`src/rtl/traffic_phase_timer.sv`:
```
// Phase timer for the traffic-light controller: divides clk into ticks, counts the
// dwell of each light phase and pulses advance when the phase changes. A pedestrian
// request cuts GREEN short once its minimum dwell has been served.
package traffic_light_pkg;
  typedef enum logic [1:0] {
    GREEN  = 2'd0,
    YELLOW = 2'd1,
    RED    = 2'd2
  } traffic_light_t;
endpackage

module traffic_phase_timer
  import traffic_light_pkg::*;
#(
  parameter int CLK_PER_TICK    = 1000,
  parameter int GREEN_TICKS     = 10,
  parameter int GREEN_MIN_TICKS = 3,
  parameter int YELLOW_TICKS    = 3,
  parameter int RED_TICKS       = 8,
  parameter int CNT_W           = 8
) (
  input  logic                 clk,
  input  logic                 syn_reset,
  traffic_phase_timer_if.slave bus
);

  localparam int PCNT_W  = (CLK_PER_TICK > 2) ? $clog2(CLK_PER_TICK) : 1;
  localparam int CNT_MAX = (1 << CNT_W) - 1;

  localparam logic [PCNT_W-1:0] PCNT_LAST  = PCNT_W'(CLK_PER_TICK - 1);
  localparam logic [CNT_W-1:0]  GREEN_DUR  = CNT_W'(GREEN_TICKS);
  localparam logic [CNT_W-1:0]  YELLOW_DUR = CNT_W'(YELLOW_TICKS);
  localparam logic [CNT_W-1:0]  RED_DUR    = CNT_W'(RED_TICKS);
  localparam logic [CNT_W:0]    GREEN_EXT  = (CNT_W+1)'(GREEN_TICKS);
  localparam logic [CNT_W:0]    GMIN_EXT   = (CNT_W+1)'(GREEN_MIN_TICKS);

  if (CLK_PER_TICK < 2) begin : g_bad_prescale
    $error("CLK_PER_TICK must be at least 2");
  end
  if (GREEN_TICKS < 1 || GREEN_TICKS > CNT_MAX) begin : g_bad_green
    $error("GREEN_TICKS out of range for CNT_W");
  end
  if (GREEN_MIN_TICKS < 1 || GREEN_MIN_TICKS > GREEN_TICKS) begin : g_bad_green_min
    $error("GREEN_MIN_TICKS must lie in 1..GREEN_TICKS");
  end
  if (YELLOW_TICKS < 1 || YELLOW_TICKS > CNT_MAX) begin : g_bad_yellow
    $error("YELLOW_TICKS out of range for CNT_W");
  end
  if (RED_TICKS < 1 || RED_TICKS > CNT_MAX) begin : g_bad_red
    $error("RED_TICKS out of range for CNT_W");
  end

  logic [PCNT_W-1:0] pcnt_q, pcnt_d;
  traffic_light_t    phase_q, phase_d;
  logic [CNT_W-1:0]  remaining_q, remaining_d;
  logic              pending_q, pending_d;
  logic              advance_q, advance_d;
  logic              ped_ack_q, ped_ack_d;

  logic              tick;
  logic              phase_legal;
  logic              expire;
  logic [CNT_W:0]    green_elapsed;
  traffic_light_t    next_phase;
  logic [CNT_W-1:0]  next_dur;

  // Tick marks the last clk of each prescaler period while running.
  assign tick = bus.enable && (pcnt_q == PCNT_LAST);

  // Next-state logic: prescaler, phase sequencing, dwell countdown and request tracking.
  always_comb begin
    // NOTE: every variable gets a default before any branch so no path leaves it
    // unassigned, which would otherwise infer a latch.
    pcnt_d      = pcnt_q;
    phase_d     = phase_q;
    remaining_d = remaining_q;
    pending_d   = pending_q;
    advance_d   = 1'b0;
    ped_ack_d   = 1'b0;
    phase_legal = 1'b1;
    next_phase  = GREEN;
    next_dur    = GREEN_DUR;

    case (phase_q)
      GREEN:   begin next_phase = YELLOW; next_dur = YELLOW_DUR; end
      YELLOW:  begin next_phase = RED;    next_dur = RED_DUR;    end
      RED:     begin next_phase = GREEN;  next_dur = GREEN_DUR;  end
      default: phase_legal = 1'b0;
    endcase

    // Ticks of GREEN served once the current tick is counted; only meaningful in GREEN,
    // where remaining never exceeds GREEN_TICKS.
    green_elapsed = GREEN_EXT - {1'b0, remaining_q} + (CNT_W+1)'(1);
    expire = (remaining_q == CNT_W'(1)) ||
             ((phase_q == GREEN) && pending_q && (green_elapsed >= GMIN_EXT));

    if (bus.enable) begin
      pcnt_d = (pcnt_q == PCNT_LAST) ? '0 : pcnt_q + PCNT_W'(1);
      if (!phase_legal) begin
        phase_d     = GREEN;
        remaining_d = GREEN_DUR;
      end else if (tick) begin
        if (expire) begin
          phase_d     = next_phase;
          remaining_d = next_dur;
          advance_d   = 1'b1;
          ped_ack_d   = (phase_q == YELLOW) && pending_q;
        end else begin
          remaining_d = remaining_q - CNT_W'(1);
        end
      end
    end

    // Serving a request on RED entry wins over a request seen on the same edge.
    if (ped_ack_d) begin
      pending_d = 1'b0;
    end else if (bus.ped_req) begin
      pending_d = 1'b1;
    end
  end

  // State register with synchronous reset to the start of a full GREEN phase.
  always_ff @(posedge clk) begin
    // NOTE: sequential state uses non-blocking assignments so every register samples
    // the values from before this edge, independent of statement order.
    if (syn_reset) begin
      pcnt_q      <= '0;
      phase_q     <= GREEN;
      remaining_q <= GREEN_DUR;
      pending_q   <= 1'b0;
      advance_q   <= 1'b0;
      ped_ack_q   <= 1'b0;
    end else begin
      pcnt_q      <= pcnt_d;
      phase_q     <= phase_d;
      remaining_q <= remaining_d;
      pending_q   <= pending_d;
      advance_q   <= advance_d;
      ped_ack_q   <= ped_ack_d;
    end
  end

  assign bus.tick      = tick;
  assign bus.phase     = phase_q;
  assign bus.remaining = remaining_q;
  assign bus.advance   = advance_q;
  assign bus.ped_ack   = ped_ack_q;

endmodule

```
`src/rtl/traffic_phase_timer_if.sv`:
```
// Bundle of the timer's run/request inputs and its phase/timing outputs.
// The timer connects through the slave modport; whoever drives enable and
// ped_req (a controller or a bench) connects through the master modport.
interface traffic_phase_timer_if #(
  parameter int CNT_W = 8
);
  logic             enable;
  logic             ped_req;
  logic             ped_ack;
  logic [1:0]       phase;
  logic             advance;
  logic             tick;
  logic [CNT_W-1:0] remaining;

  modport master (
    output enable, ped_req,
    input  ped_ack, phase, advance, tick, remaining
  );

  modport slave (
    input  enable, ped_req,
    output ped_ack, phase, advance, tick, remaining
  );
endinterface

```
`src/flat_wrapper.sv`:
```
// flat-port wrapper written by rule: the top's interface ports become plain ports
module traffic_phase_timer_flat import traffic_light_pkg::*;
#(
  parameter int CLK_PER_TICK    = 1000,
  parameter int GREEN_TICKS     = 10,
  parameter int GREEN_MIN_TICKS = 3,
  parameter int YELLOW_TICKS    = 3,
  parameter int RED_TICKS       = 8,
  parameter int CNT_W           = 8
)
  (clk, syn_reset, bus_enable, bus_ped_req, bus_ped_ack, bus_phase, bus_advance, bus_tick, bus_remaining);
  traffic_phase_timer_if #(.CNT_W(CNT_W)) bus_i ();
  input  logic clk;
  input  logic syn_reset;
  input wire logic [$bits(bus_i.enable)-1:0] bus_enable;
  input wire logic [$bits(bus_i.ped_req)-1:0] bus_ped_req;
  output wire logic [$bits(bus_i.ped_ack)-1:0] bus_ped_ack;
  output wire logic [$bits(bus_i.phase)-1:0] bus_phase;
  output wire logic [$bits(bus_i.advance)-1:0] bus_advance;
  output wire logic [$bits(bus_i.tick)-1:0] bus_tick;
  output wire logic [$bits(bus_i.remaining)-1:0] bus_remaining;
  assign bus_i.enable = bus_enable;
  assign bus_i.ped_req = bus_ped_req;
  assign bus_ped_ack = bus_i.ped_ack;
  assign bus_phase = bus_i.phase;
  assign bus_advance = bus_i.advance;
  assign bus_tick = bus_i.tick;
  assign bus_remaining = bus_i.remaining;
  traffic_phase_timer #(.CLK_PER_TICK(CLK_PER_TICK), .GREEN_TICKS(GREEN_TICKS), .GREEN_MIN_TICKS(GREEN_MIN_TICKS), .YELLOW_TICKS(YELLOW_TICKS), .RED_TICKS(RED_TICKS), .CNT_W(CNT_W)) u_core (.clk(clk), .syn_reset(syn_reset), .bus(bus_i));
endmodule
```
`config.mk`:
```
export PLATFORM = sky130hd
export DESIGN_NAME = traffic_phase_timer_flat
export DESIGN_NICKNAME = d
export VERILOG_FILES = /design/src/rtl/traffic_phase_timer.sv /design/src/rtl/traffic_phase_timer_if.sv /design/src/flat_wrapper.sv
export SDC_FILE = /design/constraint.sdc
export NUM_CORES = 1
export LEC_CHECK = 0
export BUFFER_PORTS_ARGS = -buffer_cell sky130_fd_sc_hd__buf_2
export CAP_MARGIN = 20
export CORE_ASPECT_RATIO = 0.7
export CORE_MARGIN = 5
export CORE_UTILIZATION = 42
export DETAILED_ROUTE_END_ITERATION = 10
export GPL_TIMING_DRIVEN = 0
export PLACE_DENSITY_LB_ADDON = 0.2
export SYNTH_ARGS = -nofsm -noshare
export SYNTH_HDL_FRONTEND = slang
export SYNTH_SLANG_ARGS = --single-unit
```
`constraint.sdc`:
```
create_clock -name clk -period 1.7 [get_ports clk]
set_input_delay 0.085 -clock clk [delete_from_list [all_inputs] [get_ports clk]]
set_output_delay 0.085 -clock clk [all_outputs]
set_load 0.01 [all_outputs]
```
* Yosys cells after proc, flatten, opt, wreduce, memory -nomap -nowiden
Cells that the tools add are included.
** Storage, ports and cells
- ROM bits :: 0
- Memory bits (writable) :: 0
- Bits in latches :: 0
- Register bits :: 23
- Memories kept :: 0
- Word-level logic and storage cells :: 46
** Operators by class
- Add/sub/neg operators :: 4
- Equality and inequality tests :: 6
- Bitwise operators :: 3
- Magnitude comparators :: 1
- Shift-type cells :: 0
- Mux-type cells :: 15
- Div/mod/pow operators :: 0
- Reductions and logical operators :: 11
- Multiply operators :: 0
** Operator list (number)
- 8-bit 2-to-1 mux :: 3
- 10-bit by 1-bit adder with 10-bit output, second input constant :: 1
- 10-bit == test, second input constant :: 1
- 10-bit 2-to-1 mux :: 1
- 9-bit by 1-bit adder with 9-bit output, second input constant :: 1
- 9-bit by 2-bit >= comparator with 1-bit output, second input constant :: 1
- 4-bit by 8-bit subtractor with 9-bit output, first input constant :: 1
- 8-bit by 1-bit == test with 1-bit output, second input constant :: 1
- 4-bit case mux with 2 select lines :: 1
- 8-bit by 1-bit subtractor with 8-bit output, second input constant :: 1
- 1-bit 2-to-1 mux :: 6
- 2-bit 2-to-1 mux :: 3
- 1-bit logical AND :: 4
- 2-bit != test, second input constant :: 2
- 2-bit case mux with 2 select lines :: 1
- 4-bit OR reduction :: 1
- 1-bit inverter :: 3
- 3-bit AND reduction :: 1
- 3-bit OR reduction :: 1
- 2-bit by 1-bit == test with 1-bit output, second input constant :: 1
- 2-bit == test, second input constant :: 1
- 2-bit zero test :: 1
- 2-bit AND reduction :: 1
- 2-bit OR reduction :: 1
- 1-bit logical OR :: 1

* Logic depth before layout (Yosys ltp)
Gate-level depths: netlist of the first run.
- Depth after elaboration :: 10
- Gate-level depth with buffers :: 7
- Mapped depth without buffers :: 7

* Worst setup path after synthesis of the first run
OpenSTA, ideal clock, no wires.
- Path kind :: register -> register
- From :: register u_core.pcnt_q[0]
- To :: register u_core.remaining_q[3] (netlist: u_core.bus.remaining[3])
- Data required time :: 1.569 ns
- Path buffers :: 1
- Arrival :: 1.778 ns
- Clock period less this slack :: 1.909 ns
- Stages on the path, launching flop included :: 8
- Setup slack :: -0.209 ns
- Cell sequence :: dfxtp_1 > ha_1 > nand4_1 > nor4b_4 > o21ai_1 > buf_2 > a221oi_1 > o21ai_0
** Between the ends
- Cells in the longest elaborated chain, start to end :: 4
** RTL lines
- from (decl) :: RTL line traffic_phase_timer.sv:53 : logic [PCNT_W-1:0] pcnt_q, pcnt_d;
- from (signal assigned) :: RTL line traffic_phase_timer.sv:134 : pcnt_q <= pcnt_d;
- 10-bit == test :: RTL line traffic_phase_timer.sv:68 : assign tick = bus.enable && (pcnt_q == PCNT_LAST);
- 1-bit logical AND :: RTL line traffic_phase_timer.sv:68
- 2-bit != test (no line)
- 2-bit AND reduction (no line)
- to (signal assigned) :: RTL line traffic_phase_timer.sv:136 : remaining_q <= remaining_d;
- to (decl) :: RTL line traffic_phase_timer.sv:55 : logic [CNT_W-1:0] remaining_q, remaining_d;
Every way passes these cells.
A chain may end at the register's enable or synchronous reset.

* Worst setup path in the final report of the first run
- From :: register u_core.phase_q[0] (netlist: u_core.bus.phase[0])
- To :: register u_core.phase_q[0] (netlist: u_core.bus.phase[0])
** Between the ends
- Cells in the longest elaborated chain, start to end :: 6
** RTL lines
- from (decl) :: RTL line traffic_phase_timer.sv:54 : traffic_light_t phase_q, phase_d;
- from (signal assigned) :: RTL line traffic_phase_timer.sv:135 : phase_q <= phase_d;
- parallel branches: the longest is 6 deep, another holds 3-bit OR reduction
Several ways; the timed one is not identified. The select of a mux whose other input is x is not followed.

==> results of run 1 <==
==> report_power, final <==
part | internal (uW) | total [uW] | switching [uW]
Clock | 164 | 348 | 184
Combinational | 43.4 | 92.8 | 49.4
Sequential | 538 | 549 | 10.2
Total | 746 | 989 | 243
==> flip-flops by register name (all words and copies together), names as in the netlist <==
name	count
u_core.bus.advance	1
u_core.bus.remaining	8
u_core.pending_q	1
u_core.bus.phase	2
u_core.bus.ped_ack	1
u_core.pcnt_q	10
==> cell families after synthesis <==
kind of cell | share of synthesized area [%]
AOI/OAI and AO/OA | 14.69
muxes | 0.7890
and+or+nand+nor | 30.77
xor gates and xnor gates | 5.523
buffers and inverters | 4.240
adders and majority gates | 7.692
DFF | 36.29
==> worst paths after layout <==
check                      start                   to  slack (ns)  cells after the start
max          u_core.bus.phase[0]  u_core.bus.phase[0]       -0.14                      6
min                  bus_ped_req     u_core.pending_q        0.08                      2
max reg2reg  u_core.bus.phase[0]  u_core.bus.phase[0]       -0.14                      6
min reg2reg     u_core.pending_q   u_core.bus.ped_ack        0.51                      2
==> timing repair <==
item	CTS	global route
setup buffers	14	9
resized for setup	34	14
setup endpoints to repair	20	21
hold endpoints to repair	0	0
gates cloned	1	0
pin swaps	22	16
==> per-layer routing <==
| layer | part of all wire (%) | track usage, % | vias to the layer above | wire [um] |
|---|---|---|---|---|
| li1 | - | - | 607 | - |
| met2 | 45 | 23.86 | 45 | 1704 |
| met4 | 0.77 | 3.491 | 0 | 29 |
| met3 | 6.7 | 5.415 | 4 | 254 |
| met5 | 0 | 0 | - | 0 |
| met1 | 47 | 24.81 | 615 | 1796 |
==> layout by cell type (no fill, tap or decap), drive strengths merged, types with 2 or more instances in the layout <==
cell and instances:
clkbuf 6, nand4 9, nand2b 3, nor4 6, xor2 8, o21ai 8, dfxtp 23, nor2 13
a31oi 4, or3 2, nor3 5, nand3 3, nor4b 3, inv 6, buf 40, a21oi 7
nand2 9, ha 7, and3 5
==> critical path: stages (launching register included) <==
cell     delay [ns]
dfxtp_4        0.38
or3b_4         0.41
a31oi_4        0.35
buf_6          0.16
nor3_1         0.04
o21ai_0        0.27
a21oi_2        0.10
==> stage by stage <==
| step | worst slack (ns) | hold WS [ns] | cells |
|---|---|---|---|
| after floorplan | -0.03128 | 0.2704 | 143 |
| after global placement | -0.2382 | 0.3587 | 193 |
| after detailed placement | -0.2798 | 0.3661 | 193 |
| after CTS | -0.06509 | 0.08639 | 211 |
| after global routing | -0.2299 | 0.09616 | 220 |
| final | -0.1355 | 0.08405 | 220 |
==> cell type report <==
type | instances | area, sq um
Clock inverter | 1 | 5.005
Multi-Input combinational cell | 108 | 897.1
Timing Repair Buffer | 38 | 271.5
Fill cell | 234 | 1028
Sequential cell | 23 | 490.5
Inverter | 6 | 30.03
Buffer | 5 | 33.78
Clock buffer | 3 | 41.29
Tap cell | 36 | 45.04
==> summary.json, run 1 <==
{
  "netlist.top_cell.by_area": {"value": "dfxtp_1"},
  "totalNegativeSetupSlack": {"value": -0.4378, "unit": "ns"},
  "die_area": {"value": 0.004238, "unit": "sq mm"},
  "cts_root_buffer": {"value": "clkbuf_8"},
  "cts_tree": {"value": "yes"},
  "design_area": {"value": 0.001814, "unit": "sq mm"},
  "synth_cell_type_count": {"value": 42},
  "timing_worst_setup_path_type": {"value": "register to register"},
  "detailedPlacementHpwl": {"value": 2236, "unit": "um"},
  "end_kind": {"value": "register"},
  "vdd_drop_max": {"value": 0.5080, "unit": "mV"},
  "worst-endpoint-arrival": {"value": 1.98, "unit": "ns"},
  "die_width": {"value": 75.69, "unit": "um"},
  "routed_via_density": {"value": 5.777},
  "timing_hold_violations_final": {"value": 0},
  "worst-path-max-fanout": {"value": 7},
  "antenna_violating_nets_post_route": {"value": 0},
  "synthMostInstantiatedCell": {"value": "dfxtp_1"},
  "grt_antenna_before_repair": {"value": 0},
  "finalWirelength": {"value": 3785, "unit": "um"},
  "yosys_warnings": {"value": 0},
  "finalCritPeriodShare": {"value": 108.0, "unit": "%"},
  "placement.cell_area": {"value": 0.001440, "unit": "sq mm"},
  "netlist_area": {"value": 0.001269, "unit": "sq mm"},
  "hold_crit_path_type": {"value": "input port to register"},
  "timing_max_transition_violations_final": {"value": 0},
  "critical_path_required": {"value": 1.84, "unit": "ns"},
  "cts-htree-levels": {"value": 1},
  "die_height": {"value": 55.99, "unit": "um"},
  "initialDrtViolationCount": {"value": 198},
  "fp-row-count": {"value": 16},
  "post_synth.cell_area_avg": {"value": 8.872, "unit": "sq um"},
  "cts_inserted_buffers": {"value": 3},
  "cts.reportedPaths.clkPinSlew": {"value": 0.09, "unit": "ns"},
  "flops_latches_synth": {"value": 23},
  "vias": {"value": 1271},
  "synth_top_cells_by_area": {"value": "dfxtp_1 (36%), ha_1 (6.9%), xor2_1 (5.5%), nand4_1 (4.4%), nor2_1 (3.6%)"},
  "synth.net_count": {"value": 154},
  "violations": {"value": "setup timing"},
  "cts.path.max_buffers": {"value": 2},
  "first_global_vias": {"value": 1177},
  "design.core.area": {"value": 0.002843, "unit": "sq mm"},
  "clock_skew": {"value": 0.007773, "unit": "ns"},
  "first_pass_grt_wire_length": {"value": 5651, "unit": "um"},
  "maxSlewHeadroom": {"value": 66.37, "unit": "%"},
  "tightest_slew": {"value": 0.5044, "unit": "ns"},
  "total_overflow_reported_by_the_global_router": {"value": 0},
  "routabilityCongestion": {"value": 0.8819},
  "pin_count_of_the_biggest_net_entering_global_routing": {"value": 14},
  "antenna_cells_inserted": {"value": 0},
  "fraction_of_layout_instances_using_a_drive_strength_above_1": {"value": 46.20, "unit": "%"},
  "power-per-cell-area": {"value": 545.2, "unit": "mW/mm^2"},
  "synth_edf_count": {"value": 0},
  "synth.top_cell.area_share": {"value": 36.29, "unit": "%"},
  "run_status": {"value": "complete, but fails checks"},
  "wire_per_inst": {"value": 17.20, "unit": "um"},
  "timing.final.crit_period": {"value": 1.835, "unit": "ns"},
  "netlist_instances": {"value": 143},
  "layout_stage_area_growth_over_the_synthesis_result": {"value": 43.00, "unit": "%"},
  "cts.sinks": {"value": 23},
  "maxCapViolCount": {"value": 0},
  "nets": {"value": 196},
  "drc": {"value": 0},
  "report.final.setup_viol": {"value": 8},
  "finalCoreUtilization": {"value": 63.82, "unit": "%"},
  "synth_seq_area_share": {"value": 36.29, "unit": "%"},
  "grt_setup_unrepaired": {"value": "yes"},
  "async_reset_ff_share": {"value": 0, "unit": "%"},
  "clock_latency": {"value": 0.27, "unit": "ns"},
  "pin_count": {"value": 17},
  "place.port_buffers": {"value": 14},
  "setup_ws": {"value": -0.1355, "unit": "ns"},
  "max_freq": {"value": 0.5448, "unit": "GHz"},
  "initial_core_util": {"value": 44.63, "unit": "%"},
  "grt.total_usage": {"value": 16.90, "unit": "%"},
  "postSynth.topFlopCell": {"value": "dfxtp_1"},
  "design_power_total": {"value": 989.1, "unit": "uW"},
  "yosys-top-cells-count": {"value": "dfxtp_1 (23), nor2_1 (12), nand2_1 (9), nand4_1 (9), xor2_1 (8)"},
  "static-leakage-power": {"value": 0.0007293, "unit": "uW"},
  "drt-pass1-iter-count": {"value": 4},
  "number_of_buffers_inserted_by_hold_repair_at_cts": {"value": 0},
  "setup.worst_path.start_class": {"value": "register"}
}
Power figures use the tool's default switching activity.
==> inputs of run 2 (changes only) <==
Settings changed: CELL_PAD_IN_SITES_DETAIL_PLACEMENT set to 1, CELL_PAD_IN_SITES_GLOBAL_PLACEMENT set to 1, CORE_UTILIZATION 42 to 38.
==> run 2 against run 1 <==
The run still ends with setup timing left. Via count increased by 1.5%. Total power increased by 2.8%. Global-route usage increased by 0.53 points. Register-to-register slack got worse by 0.06 ns. First-iteration DRC count decreased by 63%. Critical endpoint is now u_core.bus.remaining[7].
==> summary.json, run 2 (same netlist as run 1, synthesis figures left out) <==
{
  "run_status": {"value": "complete, but fails checks"},
  "violations": {"value": "setup timing"},
  "worst-endpoint-arrival": {"value": 2.07, "unit": "ns"},
  "critical_path_required": {"value": 1.88, "unit": "ns"},
  "tightest_slew": {"value": 0.5758, "unit": "ns"},
  "path_common_cell": {"value": "buf_4"},
  "end_kind": {"value": "register"},
  "pin_count_of_the_biggest_net_entering_global_routing": {"value": 13},
  "timing_max_transition_violations_final": {"value": 0},
  "antenna_violating_nets_post_route": {"value": 0},
  "detailedPlacementHpwl": {"value": 2488, "unit": "um"},
  "clock_skew": {"value": 0.004687, "unit": "ns"},
  "share_comb_of_total_power": {"value": 11.0, "unit": "%"},
  "fraction_of_layout_instances_using_a_drive_strength_above_1": {"value": 48.39, "unit": "%"},
  "placement.cell_area": {"value": 0.001443, "unit": "sq mm"},
  "cts.reportedPaths.clkPinSlew": {"value": 0.09, "unit": "ns"},
  "max_freq": {"value": 0.5269, "unit": "GHz"},
  "wire_per_inst": {"value": 20.40, "unit": "um"},
  "first_pass_grt_wire_length": {"value": 6334, "unit": "um"},
  "timing_hold_violations_final": {"value": 0},
  "grt_antenna_before_repair": {"value": 0},
  "ordered_cell_list_for_the_critical_path": {"value": "nor4_4 > buf_4 > a31oi_4 > buf_4 > nor4_2 > o21ai_1 > a21oi_1"},
  "die_height": {"value": 58.35, "unit": "um"},
  "fill_count": {"value": 355},
  "final_common_cell": {"value": "buf_4"},
  "timing.final.crit_period": {"value": 1.898, "unit": "ns"},
  "initial_core_util": {"value": 39.76, "unit": "%"},
  "initialDrtViolationCount": {"value": 73},
  "place.port_buffers": {"value": 14},
  "power-per-cell-area": {"value": 539.7, "unit": "mW/mm^2"},
  "cts-htree-levels": {"value": 1},
  "fp-row-count": {"value": 17},
  "sw_share": {"value": 25.25, "unit": "%"},
  "clock_latency": {"value": 0.27, "unit": "ns"},
  "cts.sinks": {"value": 23},
  "report.final.setup_viol": {"value": 14},
  "worst_path_largest_cell_delay": {"value": 0.39, "unit": "ns"},
  "design.core.area": {"value": 0.003191, "unit": "sq mm"},
  "worst-r2r-cell-count": {"value": 7},
  "setup_ws": {"value": -0.1979, "unit": "ns"},
  "die_width": {"value": 79.06, "unit": "um"},
  "routed_via_density": {"value": 5.759},
  "drc": {"value": 0},
  "grt.total_usage": {"value": 17.44, "unit": "%"},
  "cts_inserted_buffers": {"value": 3},
  "hold_crit_path_type": {"value": "input port to register"},
  "nets": {"value": 198},
  "worstHoldPathCells": {"value": 2},
  "worst-path-max-fanout": {"value": 7},
  "maxCapViolCount": {"value": 0},
  "maxSlewHeadroom": {"value": 61.61, "unit": "%"},
  "final_cell_mix": {"value": "buf_4 (23), dfxtp_1 (16), buf_2 (13)"},
  "first_global_vias": {"value": 1223},
  "pin_count": {"value": 17},
  "finalCoreUtilization": {"value": 59.02, "unit": "%"},
  "finalCritPeriodShare": {"value": 111.6, "unit": "%"},
  "antenna_cells_inserted": {"value": 0},
  "most_flops_register": {"value": "u_core.pcnt_q"},
  "seq_power_share": {"value": 54.4, "unit": "%"},
  "timing_worst_setup_path_type": {"value": "register to register"},
  "static-leakage-power": {"value": 0.0007641, "unit": "uW"},
  "vdd_drop_max": {"value": 0.4251, "unit": "mV"},
  "largest_register_ffs": {"value": 10},
  "cts_root_buffer": {"value": "clkbuf_8"},
  "design_area": {"value": 0.001883, "unit": "sq mm"},
  "crit_path_top_delay_cell": {"value": "dfxtp_1"},
  "vias": {"value": 1290},
  "drt-pass1-iter-count": {"value": 4},
  "layout_stage_area_growth_over_the_synthesis_result": {"value": 48.42, "unit": "%"},
  "finalWirelength": {"value": 4570, "unit": "um"},
  "routabilityCongestion": {"value": 0.7486},
  "cts.path.max_buffers": {"value": 2},
  "p_sw": {"value": 256.7, "unit": "uW"},
  "total_overflow_reported_by_the_global_router": {"value": 0},
  "cts_tree": {"value": "yes"},
  "die_area": {"value": 0.004613, "unit": "sq mm"},
  "power_frac_clock": {"value": 34.6, "unit": "%"},
  "cell_internal_pwr": {"value": 759.6, "unit": "uW"},
  "grt_setup_unrepaired": {"value": "yes"},
  "setup.worst_path.start_class": {"value": "register"}
}
-- run 2: cell types whose count changed in the layout (fill, tap and decap cells not counted), sizes merged --
cell / previous run / this run
clkbuf: 6 / 7
clkinv: 1 / 0
buf: 40 / 42
-- run 2: final timing paths --
check	slack, ns	startpoint	to
worst min-delay path	0.10	bus_ped_req	u_core.pending_q
worst min register to register	0.57	u_core.bus.remaining[4]	u_core.bus.remaining[4]
worst max register to register	-0.20	u_core.bus.remaining[5]	u_core.bus.remaining[7]
worst max-delay path	-0.20	u_core.bus.remaining[5]	u_core.bus.remaining[7]
-- run 2: through the flow --
step / setup WS (ns) / setup TNS (ns) / power, uW / std cells / hold WS, ns
floorplan: -0.03128 / -0.04619 / 615.2 / 143 / 0.2704
global placement: -0.3152 / -2.831 / 633.1 / 195 / 0.3596
CTS: -0.1302 / -1.128 / 997.1 / 211 / 0.09741
detailed placement: -0.3227 / -3.613 / 635.6 / 195 / 0.3736
global route: -0.3280 / -3.773 / 1065 / 224 / 0.09453
finish: -0.1979 / -1.660 / 1016 / 224 / 0.1015
-- run 2: final cells by class --
class                      instances  area, sq um  share of cell area, %
multi-input combinational        108        964.7                  51.23
sequential                        23        481.7                  25.58
timing repair buffer              40        282.8                  15.02
tap                               38        47.55                  2.525
clock buffer                       4        45.04                  2.392
buffer                             5        33.78                  1.794
inverter                           6        27.53                  1.462
-- run 2: what timing repair did --
| action | in CTS | in global routing |
|---|---|---|
| hold endpoints to repair | 0 | 0 |
| pin swaps | 10 | 22 |
| buffers inserted | 12 | 14 |
| gates resized for setup | 21 | 34 |
| endpoints found under the setup margin | 21 | 23 |
| hold buffers | 0 | 0 |
| gates cloned | 1 | 0 |
-- run 2: power by group through the flow --
stage	registers, uW	logic, uW	clock network, uW
2_1_floorplan	569	46.5	0
3_3_place_gp	571	61.8	0
3_5_place_dp	572	63.7	0
4_1_cts	553	88.8	355
5_1_grt	554	123	388
6_report	553	111	352
-- run 2: layer usage --
metal / track usage [%] / wire length, um / up-vias
li1: - / - / 614
met1: 24.51 / 2155 / 637
met2: 27.46 / 2179 / 29
met3: 4.281 / 173 / 10
met4: 3.431 / 61 / 0
met5: 0 / 0 / -
-- run 2: worst max-delay path: cells and delay by family (launching register included) --
kind            cells  cell delay (ns)
compound gates      3             0.44
buf+inv             2             0.39
flops               1             0.39
simple gates        2             0.59
==> inputs of run 3 (changes only) <==
Settings changed: CELL_PAD_IN_SITES_GLOBAL_PLACEMENT 1 to 2, CORE_UTILIZATION 38 to 31.
==> run 3 against run 2 <==
Largest power group unchanged. Sequential cell count unchanged. Combinational power shrank 13%. Fmax grew 5.1%. Register-to-register slack better by 0.09 ns. First-iteration DRC count shrank 32%. The run still ends with setup timing left. Critical path depth is the same. Clock power about the same. Utilization down 13 points.
==> summary.json, run 3 (same netlist as run 1, synthesis figures left out) <==
{
  "cts.path.max_buffers": {"value": 2},
  "pin_count_of_the_biggest_net_entering_global_routing": {"value": 13},
  "timing_max_transition_violations_final": {"value": 0},
  "grt.total_usage": {"value": 15.18, "unit": "%"},
  "maxSlewHeadroom": {"value": 63.10, "unit": "%"},
  "power-per-cell-area": {"value": 549.9, "unit": "mW/mm^2"},
  "final_cell_mix": {"value": "buf_4 (18), dfxtp_1 (14), buf_2 (13)"},
  "grt_antenna_before_repair": {"value": 0},
  "timing_hold_violations_final": {"value": 0},
  "design.core.area": {"value": 0.003946, "unit": "sq mm"},
  "tightest_slew": {"value": 0.5489, "unit": "ns"},
  "run_status": {"value": "complete, but fails checks"},
  "setup.worst_path.start_class": {"value": "register"},
  "static-leakage-power": {"value": 0.0007188, "unit": "uW"},
  "crit_start": {"value": "u_core.bus.remaining[2]"},
  "die_area": {"value": 0.005493, "unit": "sq mm"},
  "cts-htree-levels": {"value": 1},
  "finalCritPeriodShare": {"value": 106.2, "unit": "%"},
  "worst-path-max-fanout": {"value": 6},
  "critical_path_required": {"value": 1.87, "unit": "ns"},
  "cts_root_buffer": {"value": "clkbuf_8"},
  "final_common_cell": {"value": "buf_4"},
  "worst-endpoint-arrival": {"value": 1.97, "unit": "ns"},
  "regToRegStartpoint": {"value": "u_core.bus.remaining[2]"},
  "total_overflow_reported_by_the_global_router": {"value": 0},
  "violations": {"value": "setup timing"},
  "top_layer": {"value": "met4"},
  "timing_worst_setup_path_type": {"value": "register to register"},
  "place.port_buffers": {"value": 14},
  "met2_wirelength": {"value": 1750, "unit": "um"},
  "design_power_total": {"value": 999.1, "unit": "uW"},
  "pin_count": {"value": 17},
  "layout_stage_area_growth_over_the_synthesis_result": {"value": 43.20, "unit": "%"},
  "drc": {"value": 0},
  "nets": {"value": 193},
  "cts.sinks": {"value": 23},
  "cts_tree": {"value": "yes"},
  "max_freq": {"value": 0.5537, "unit": "GHz"},
  "drt-pass1-iter-count": {"value": 4},
  "wl_met1": {"value": 2050, "unit": "um"},
  "die_width": {"value": 86.47, "unit": "um"},
  "fp-row-count": {"value": 19},
  "fill_count": {"value": 481},
  "initial_core_util": {"value": 32.15, "unit": "%"},
  "first_pass_grt_wire_length": {"value": 6651, "unit": "um"},
  "grt_setup_unrepaired": {"value": "yes"},
  "largest_register_ffs": {"value": 10},
  "die_height": {"value": 63.53, "unit": "um"},
  "setup_ws": {"value": -0.1059, "unit": "ns"},
  "initialDrtViolationCount": {"value": 50},
  "fin_hold_ws": {"value": 0.09598, "unit": "ns"},
  "timing.final.crit_period": {"value": 1.806, "unit": "ns"},
  "finalCoreUtilization": {"value": 46.04, "unit": "%"},
  "maxCapViolCount": {"value": 0},
  "wire_per_inst": {"value": 16.99, "unit": "um"},
  "detailedPlacementHpwl": {"value": 2558, "unit": "um"},
  "cts.reportedPaths.clkPinSlew": {"value": 0.09, "unit": "ns"},
  "end_kind": {"value": "register"},
  "totalNegativeSetupSlack": {"value": -0.6544, "unit": "ns"},
  "finalWirelength": {"value": 3959, "unit": "um"},
  "antenna_cells_inserted": {"value": 0},
  "clock_latency": {"value": 0.27, "unit": "ns"},
  "routabilityCongestion": {"value": 0.7218},
  "report.final.setup_viol": {"value": 11},
  "fraction_of_layout_instances_using_a_drive_strength_above_1": {"value": 43.09, "unit": "%"},
  "hold_crit_path_type": {"value": "input port to register"},
  "met3RoutedLength": {"value": 145, "unit": "um"},
  "most_flops_register": {"value": "u_core.pcnt_q"},
  "vias": {"value": 1234},
  "routed_via_density": {"value": 5.296},
  "cts_inserted_buffers": {"value": 3},
  "antenna_violating_nets_post_route": {"value": 0},
  "vdd_drop_max": {"value": 0.3954, "unit": "mV"},
  "first_global_vias": {"value": 1274},
  "worstHoldStart": {"value": "bus_ped_req"},
  "clock_skew": {"value": 0.002912, "unit": "ns"}
}
==> run 3: where the power goes <==
part,switching [uW],leakage [uW],total [uW],internal [uW]
sequential,10.9,0.000191,551,540
clock,184,0.0000228,351,168
combinational,53.5,0.000505,96.9,43.4
==> run 3: worst paths after layout <==
check | end | slack (ns) | cells after the start
worst min-delay path | u_core.pending_q | 0.1 | 2
worst max register to register | u_core.bus.remaining[0] | -0.11 | 7
worst min register to register | u_core.pcnt_q[8] | 0.52 | 2
worst max-delay path | u_core.bus.remaining[0] | -0.11 | 7
==> run 3: worst max-delay path: stages, from the launching register on <==
cell and delay (ns):
dfxtp_4 0.40, inv_4 0.05, ha_4 0.26, nor3b_4 0.24
a31oi_4 0.18, nor2_4 0.22, o21bai_2 0.11, a31o_2 0.24
==> run 3: area by class of cell <==
type	instances	area, sq um	area share (%)
Buffer	5	42.54	2.342
Clock buffer	4	45.04	2.479
Inverter	6	27.53	1.515
Multi-Input combinational cell	109	913.4	50.28
Sequential cell	23	489.2	26.93
Tap cell	52	65.06	3.581
Timing Repair Buffer	34	234.0	12.88
==> run 3: per-stage QoR <==
stage	instances	worst slack (ns)	instance area (sq um)
after floorplan	143	-0.03128	1325
after global placement	209	-0.3030	1460
after detailed placement	209	-0.3365	1460
after CTS	227	-0.1122	1737
after global routing	233	-0.2102	1817
final	233	-0.1059	1817
==> run 3: per-layer routing <==
layer  vias to the layer above  global-route usage [%]
met5                         -                       0
met4                         0                   2.335
met3                         2                   3.776
met2                        19                   22.42
met1                       606                   22.38
li1                        607                       -
==> run 3: repair_timing <==
| item | CTS | global route |
|---|---|---|
| setup endpoints to repair | 20 | 22 |
| hold buffers | 0 | 0 |
| setup buffers | 14 | 6 |
| pin swaps | 13 | 6 |
| gates cloned | 1 | 0 |
| gates resized for setup | 30 | 11 |
